**src/rtl/vga_fill_master.sv**
```systemverilog
// Avalon-MM rectangle fill engine: a CSR slave programs a rectangle and colour,
// and a master port plots it one pixel word at a time in x-inner raster order.
module vga_fill_master #(
  parameter int XMAX = 160,
  parameter int YMAX = 120
) (
  input  logic        clk,
  input  logic        reset_n,
  input  logic [3:0]  address,
  input  logic        read,
  output logic [31:0] readdata,
  input  logic        write,
  input  logic [31:0] writedata,
  output logic [31:0] m_address,
  output logic        m_write,
  output logic [31:0] m_writedata,
  input  logic        m_waitrequest
);

  localparam logic [7:0] XLAST = 8'(XMAX - 1);
  localparam logic [6:0] YLAST = 7'(YMAX - 1);

  typedef enum logic {IDLE = 1'b0, WRITE = 1'b1} state_t;
  state_t state, state_next;

  // Software-visible registers are kept as full words and read back verbatim.
  logic [31:0] p0_r, p1_r, colour_r, base_r;

  // Copies latched at start so CSR writes during a fill cannot disturb it.
  logic [7:0]  lx0, lx1c, cx;
  logic [6:0]  ly1c, cy;
  logic [7:0]  lcolour;
  logic [31:0] lbase;
  logic [14:0] count;

  logic [7:0] x0_f, x1c;
  logic [6:0] y0_f, y1c;
  logic       start, nonempty, accept, last;

  assign x0_f     = p0_r[23:16];
  assign y0_f     = p0_r[30:24];
  assign x1c      = (p1_r[23:16] > XLAST) ? XLAST : p1_r[23:16];
  assign y1c      = (p1_r[30:24] > YLAST) ? YLAST : p1_r[30:24];
  assign start    = write && (address == 4'd0) && (state == IDLE);
  assign nonempty = (x0_f <= x1c) && (y0_f <= y1c);
  assign accept   = (state == WRITE) && !m_waitrequest;
  assign last     = accept && (cx == lx1c) && (cy == ly1c);

  always_ff @(posedge clk) begin
    if (!reset_n) state <= IDLE;
    else          state <= state_next;
  end

  always_comb begin
    state_next = state;
    case (state)
      IDLE:    if (start && nonempty) state_next = WRITE;
      WRITE:   if (last)              state_next = IDLE;
      default: state_next = IDLE;
    endcase
  end

  always_comb begin
    m_write     = 1'b0;
    m_address   = '0;
    m_writedata = '0;
    if (state == WRITE) begin
      m_write     = 1'b1;
      m_address   = lbase;
      m_writedata = {1'b0, cy, cx, 8'h00, lcolour};
    end
  end

  always_ff @(posedge clk) begin
    if (!reset_n) begin
      p0_r     <= '0;
      p1_r     <= '0;
      colour_r <= '0;
      base_r   <= '0;
      lx0      <= '0;
      lx1c     <= '0;
      ly1c     <= '0;
      cx       <= '0;
      cy       <= '0;
      lcolour  <= '0;
      lbase    <= '0;
      count    <= '0;
    end else begin
      if (write) begin
        case (address)
          4'd1:    p0_r     <= writedata;
          4'd2:    p1_r     <= writedata;
          4'd3:    colour_r <= writedata;
          4'd4:    base_r   <= writedata;
          default: ;
        endcase
      end
      if (start) begin
        lx0     <= x0_f;
        lx1c    <= x1c;
        ly1c    <= y1c;
        cx      <= x0_f;
        cy      <= y0_f;
        lcolour <= colour_r[7:0];
        lbase   <= base_r;
        count   <= '0;
      end else if (accept) begin
        count <= count + 15'd1;
        if (cx < lx1c) begin
          cx <= cx + 8'd1;
        end else begin
          cx <= lx0;
          cy <= cy + 7'd1;
        end
      end
    end
  end

  always_comb begin
    readdata = '0;
    if (read && reset_n) begin
      case (address)
        4'd0:    readdata = {31'b0, state == WRITE};
        4'd1:    readdata = p0_r;
        4'd2:    readdata = p1_r;
        4'd3:    readdata = colour_r;
        4'd4:    readdata = base_r;
        4'd5:    readdata = {17'b0, count};
        default: readdata = '0;
      endcase
    end
  end

endmodule

```
**config.mk**
```make
export PLATFORM = sky130hd
export DESIGN_NAME = vga_fill_master
export DESIGN_NICKNAME = d
export VERILOG_FILES = /design/src/rtl/vga_fill_master.sv
export SDC_FILE = /design/constraint.sdc
export NUM_CORES = 1
export LEC_CHECK = 0
export CAP_MARGIN = 10
export CORE_MARGIN = 5
export CORE_UTILIZATION = 44
export DETAILED_ROUTE_END_ITERATION = 16
export MAX_ROUTING_LAYER = met4
export PLACE_DENSITY = 0.75
export RECOVER_POWER = 25
export SLEW_MARGIN = 10
export SYNTH_ARGS = -nofsm -noshare
export SYNTH_HDL_FRONTEND = slang
export SYNTH_SLANG_ARGS = --single-unit
```
**constraint.sdc**
```tcl
create_clock -name clk -period 2.5 [get_ports clk]
set_clock_uncertainty 0.2 [all_clocks]
set_input_delay 0.5 -clock clk [delete_from_list [all_inputs] [get_ports clk]]
set_output_delay 0.5 -clock clk [all_outputs]
set_load 0.02 [all_outputs]
```
After elaboration in Yosys (flattened, before gate mapping)
Index checks and enable logic that the tools add are counted.
{"block": "totals", "regBits": 222, "latchBits": 0, "mem_bits_rw": 0, "mem_bits_ro": 0, "in_bits": 41, "output_inout_bits": 97, "wordCells": 64, "mem_count": 0}
{"block": "op_classes", "addsub": 3, "n_mul": 0, "div_mod_pow": 0, "order_cmp": 5, "eq_ne": 8, "shifts": 0, "mux": 16, "bitwise_logic": 2, "n_reduce_logical": 17}
{"cell": "$pmux 32 s6", "count": 1}
{"cell": "$mux 32", "count": 2}
{"cell": "$mux 8", "count": 4}
{"cell": "$mux 31", "count": 1}
{"cell": "$mux 7", "count": 4}
{"cell": "$add 15x1->15 const B", "count": 1}
{"cell": "$reduce_and 2->1", "count": 5}
{"cell": "$add 8x1->8 const B", "count": 1}
{"cell": "$eq 4x2->1 const B", "count": 2}
{"cell": "$eq 4x3->1 const B", "count": 2}
{"cell": "$eq 8x8->1", "count": 1}
{"cell": "$gt 8x8->1 const B", "count": 1}
{"cell": "$le 8x8->1", "count": 1}
{"cell": "$logic_and 1x1->1", "count": 8}
{"cell": "$lt 8x8->1", "count": 1}
{"cell": "$add 7x1->7 const B", "count": 1}
{"cell": "$eq 7x7->1", "count": 1}
{"cell": "$gt 7x7->1 const B", "count": 1}
{"cell": "$le 7x7->1", "count": 1}
{"cell": "$eq 4x1->1 const B", "count": 1}
{"cell": "$logic_not 4->1", "count": 1}
{"cell": "$mux 1", "count": 3}
{"cell": "$ne 2x2->1 const B", "count": 1}
{"cell": "$not 1->1", "count": 2}
{"cell": "4 further kinds", "count": 4}

Longest topological paths before layout
{"block": "depth", "depth_word": 7, "ltp_mapped": 10, "ltp_nobuf": 10}

Worst setup path before layout
OpenSTA, ideal clock, no wires.
{"block": "synth_path", "path_type": "input to output", "from": "input port address[0]", "to": "output port readdata[28]", "arrival_time_ns": 1.847, "required_time_ns": 1.800, "setup_slack_ns": -0.047, "stages": 5, "n_path_buf": 2, "path_cell_list": "buf_2 > nor4b_4 > clkbuf_1 > a222oi_1 > a21oi_1"}
{"block": "synth_via", "elab_chain_len": 3, "word_cells_on_any_way": 8, "cone_classes": "5 x eq/ne; 2 x mux; 1 x reduce/logical"}
{"element": "from (decl)", "line": "9", "text": "input logic [3:0] address,"}
{"element": "$eq 4x3->1 (tied with other cells)", "line": "122", "text": "case (address)"}
{"element": "$pmux 32 s6 (*)", "line": "122"}
{"element": "$mux 32 (*)", "line": "121", "text": "if (read && reset_n) begin"}
{"element": "to (decl)", "line": "11", "text": "output logic [31:0] readdata,"}
Mark *: on every way between the ends. The rest lies on a longest branch, timed or not.

Final worst setup path
{"block": "layout_path", "from": "input port address[3]", "to": "output port readdata[17]"}
Same word-level chain as after synthesis.

==> flow_summary_export.csv <==
group,metric,value,unit
outcome,run_status,"complete, but fails checks",
outcome,violations,"negative setup slack",
floorplan,floorplan.initialDensity,0.447,
sta,timing.final.crit_share,1.05,
floorplan,ios,138,
synthesis,synth_ff_type,"dfxtp_1",
global_route,grt_first_pass_wirelength,51800,um
worst_setup_path,worstPathMaxFanout,8,
global_route,overflow,0,
synthesis,yosys_register_bits,222,
synthesis,synth.yosys.seq_area_share,0.439,
clock_network,cts.sinks,222,
synthesis,yosysWarnings,0,
worst_setup_path,setup.reg_to_reg.worst_slack,0.10,ns
floorplan,die_area,0.0261,mm2
clock_network,clk_latency,0.51,ns
global_route,global_route.usage.total,0.248,
synthesis,post_synth.cell_area_avg,7.72,um2
worst_setup_path,crit_path_end_kind,"primary output",
min_path,classification_of_the_worst_slack_hold_path,"reg -> reg",
global_route,pin_count_of_the_biggest_net_entering_global_routing,77,
synthesis,synth_enable_flop_cells,0,
sta,hold_ws,0.250,ns
worst_setup_path,cp_slowest_stage_delay,0.33,ns
placement,place_ws,-1.01,ns
worst_setup_path,timing.critical_path.cells,"buf_6 -> buf_12 -> nor4bb_4 -> buf_12 -> buf_12 -> buf_12 -> a222oi_1 -> a21oi_2 -> buf_6",
cells_and_area,diodes,0,
clock_network,worst_setup_hold_path_clk_slew,0.06,ns
worst_setup_path,worstRegToRegCells,7,
worst_setup_path,reg2reg_from,"state$_SDFF_PN0_",
global_route,first_global_vias,9700,
routing,route.antenna.remaining_nets,0,
synthesis,syn-instance-count,1311,
routing,wirelength,32700,um
clock_network,cts_max_level,1,
clock_network,ctsLongestPathBuffers,3,
synthesis,ys_types,52,
worst_setup_path,critPathRequiredTime,1.80,ns
floorplan,die_x,162,um
sta,setup_repair_after_global_routing_missed_its_margin,"true",
routing,detail_route.vias_per_cell,5.65,
sta,post-route-worst-setup-slack,-0.120,ns
floorplan,core_area,0.0226,mm2
worst_setup_path,critical_path.reg2reg.endpoint,"lx0[2]$_SDFFE_PN0P_",
routing,vias,10100,
routing,wire_per_inst,18.4,um
sta,max_clock_freq,382,MHz
pwr,power_density,616,mW/mm2
worst_setup_path,critical_path_origin,"address[3]",
clock_network,cts_buffers,24,
pwr,totalPowerFinal,8.37,mW
sta,finalMaxSlewViolations,0,
worst_setup_path,critical_path.slowest_cell,"nor4bb_4",
sta,fin_setup_tns,-1.19,ns
worst_setup_path,endpoint,"readdata[17]",
clock_network,root_buffer,"clkbuf_16",
routing,drt-pass1-iter-count,5,
cells_and_area,layout-drive-gt1-share,0.152,
cells_and_area,layout.filler_cells,1941,
sta,final_period_minus_worst_setup_slack,2.62,ns
pwr,leakage_power,5.04,nW
worst_setup_path,worst_ep_arrival_time,1.92,ns
cells_and_area,layout.cells.non_filler,1781,
pwr,ir_worst_vdd,420,uV
sta,final_hold_viol_count,0,
placement,place.detailed.hpwl,21600,um
placement,place_inst,1718,
synthesis,synth-async-reset-ratio,0,
job,cap_viol_max_count,0,
clock_network,tritoncts,"built",
cells_and_area,final-seq-area,0.00444,mm2
floorplan,std_cell_rows,55,
cells_and_area,multi_input_logic_area,0.00527,mm2
worst_setup_path,worst_setup_path_start_kind,"primary input",
routing,drc,0,
cells_and_area,nNetsFinal,1545,
worst_setup_path,setup.worst_path.class,"in -> out",
synthesis,synth.cell_area,0.0101,mm2
routing,drt_iter0_markers,1303,
floorplan,die_h,162,um
placement,gp_congestion,0.912,
global_route,grt_antenna_before_repair,0,
placement,port_buffers,128,
worst_setup_path,crit_top_cell,"buf_12",
min_path,holdPathStages,2,
sta,setup_viol_count_final,29,
sta,max_slew.worst_pin.slew,1.04,ns
clock_network,cts.hold.buffers_added,0,
sta,max-slew-margin-rel,0.309,
cells_and_area,area_growth,34.2,%
[critical path, delay by kind of cell]
kind	cells	cell delay, ns
buffers and inverters	6	0.80
AND/OR/NAND/NOR	1	0.33
AO/OA/AOI/OAI	2	0.28
[cell usage after synthesis, types with 16 or more instances]
cell type	instances	area (um2)
a21oi_1	231	1160
a222oi_1	32	320
a22oi_1	16	120
and2_1	59	369
buf_2	28	140
buf_4	16	120
clkbuf_1	63	236
dfxtp_1	222	4440
ha_1	26	325
inv_1	19	71.3
nand2_1	410	1540
nor2_1	41	154
xor2_1	19	166
[cell usage in the layout, fill, tap and decap left out, drive strengths merged, types with 3 or more instances in the layout]
cell           instances
a211oi                 9
a21o                   3
a21oi                231
a222oi                32
a22oi                 16
and2                  60
and3                   8
buf                  130
bufinv                 8
clkbuf                47
clkdlybuf4s50         36
clkinv                 6
conb                   9
dfxtp                222
dlygate4sd2           56
ha                    26
inv                   19
mux2                   3
mux2i                  3
nand2                410
nand3                 15
nand4                 14
nor2                  42
nor3                   3
nor4b                  3
o211ai                 3
o21ai                 13
o221ai                 3
o311ai                 3
or3                    4
xnor2                 10
xor2                  19
[routing by layer]
layer / global-route usage / up-vias / routed length [um]
li1: - / 4781 / -
met1: 0.335 / 4677 / 13800
met2: 0.389 / 521 / 14800
met3: 0.0316 / 82 / 3130
met4: 0.0780 / 0 / 1030
met5: - / - / 0
[stage by stage]
step           instance area (um2)   util
6_report                     13600  0.600
5_1_grt                      13600  0.600
4_1_cts                      13500  0.597
3_5_place_dp                 12400  0.549
3_3_place_gp                 12400  0.549
2_1_floorplan                10300      -
[worst min path at each step]
stage                            from                endpoint  slack (ns)
2_1_floorplan   lbase[0]$_SDFFE_PN0P_   lbase[0]$_SDFFE_PN0P_        0.23
3_3_place_gp      lx0[0]$_SDFFE_PN0P_     lx0[0]$_SDFFE_PN0P_        0.24
3_5_place_dp   lbase[29]$_SDFFE_PN0P_  lbase[29]$_SDFFE_PN0P_        0.24
4_1_cts        lbase[29]$_SDFFE_PN0P_  lbase[29]$_SDFFE_PN0P_        0.25
5_1_grt        lbase[15]$_SDFFE_PN0P_  lbase[15]$_SDFFE_PN0P_        0.27
6_report        lbase[3]$_SDFFE_PN0P_   lbase[3]$_SDFFE_PN0P_        0.25
[cell families after synthesis]
family | after synthesis | synth area share
AO/OA/AOI/OAI | 326 | 0.191
XOR/XNOR | 29 | 0.0251
adder cells (fa/ha/maj) | 26 | 0.0322
buffers and inverters | 128 | 0.0584
flip-flops | 222 | 0.439
multiplexers | 6 | 0.00631
other | 1 | 0.000371
AND/OR/NAND/NOR | 573 | 0.248
[state kept, by name, indices dropped and copies added (netlist names), 8 cells and up]
register	count
base_r	32
colour_r	32
count	15
cx	8
lbase	32
lcolour	8
lx0	8
lx1c	8
p0_r	32
p1_r	32
[layout make-up]
cell class,instances,area share
clock inverter,16,0.0216
inverter,19,0.00562
clock buffer,28,0.0491
sequential,222,0.327
timing repair buffer,242,0.182
multi-input combinational,969,0.388
tap,285,0.0263
[repair_timing]
item                                    in CTS  in global routing
pin swaps                                   26                 23
buffers inserted                            11                  3
cloned                                       7                  4
endpoints found under the setup margin      88                 33
resized for setup                          247                 37
[power breakdown]
group / switching, mW / leakage [nW] / internal (mW) / total, mW
registers: 0.0334 / 1.79 / 3.57 / 3.61
logic: 0.314 / 2.78 / 0.217 / 0.531
clock network: 1.49 / 0.467 / 2.74 / 4.23
No activity file was read; power rests on OpenSTA's default activity.
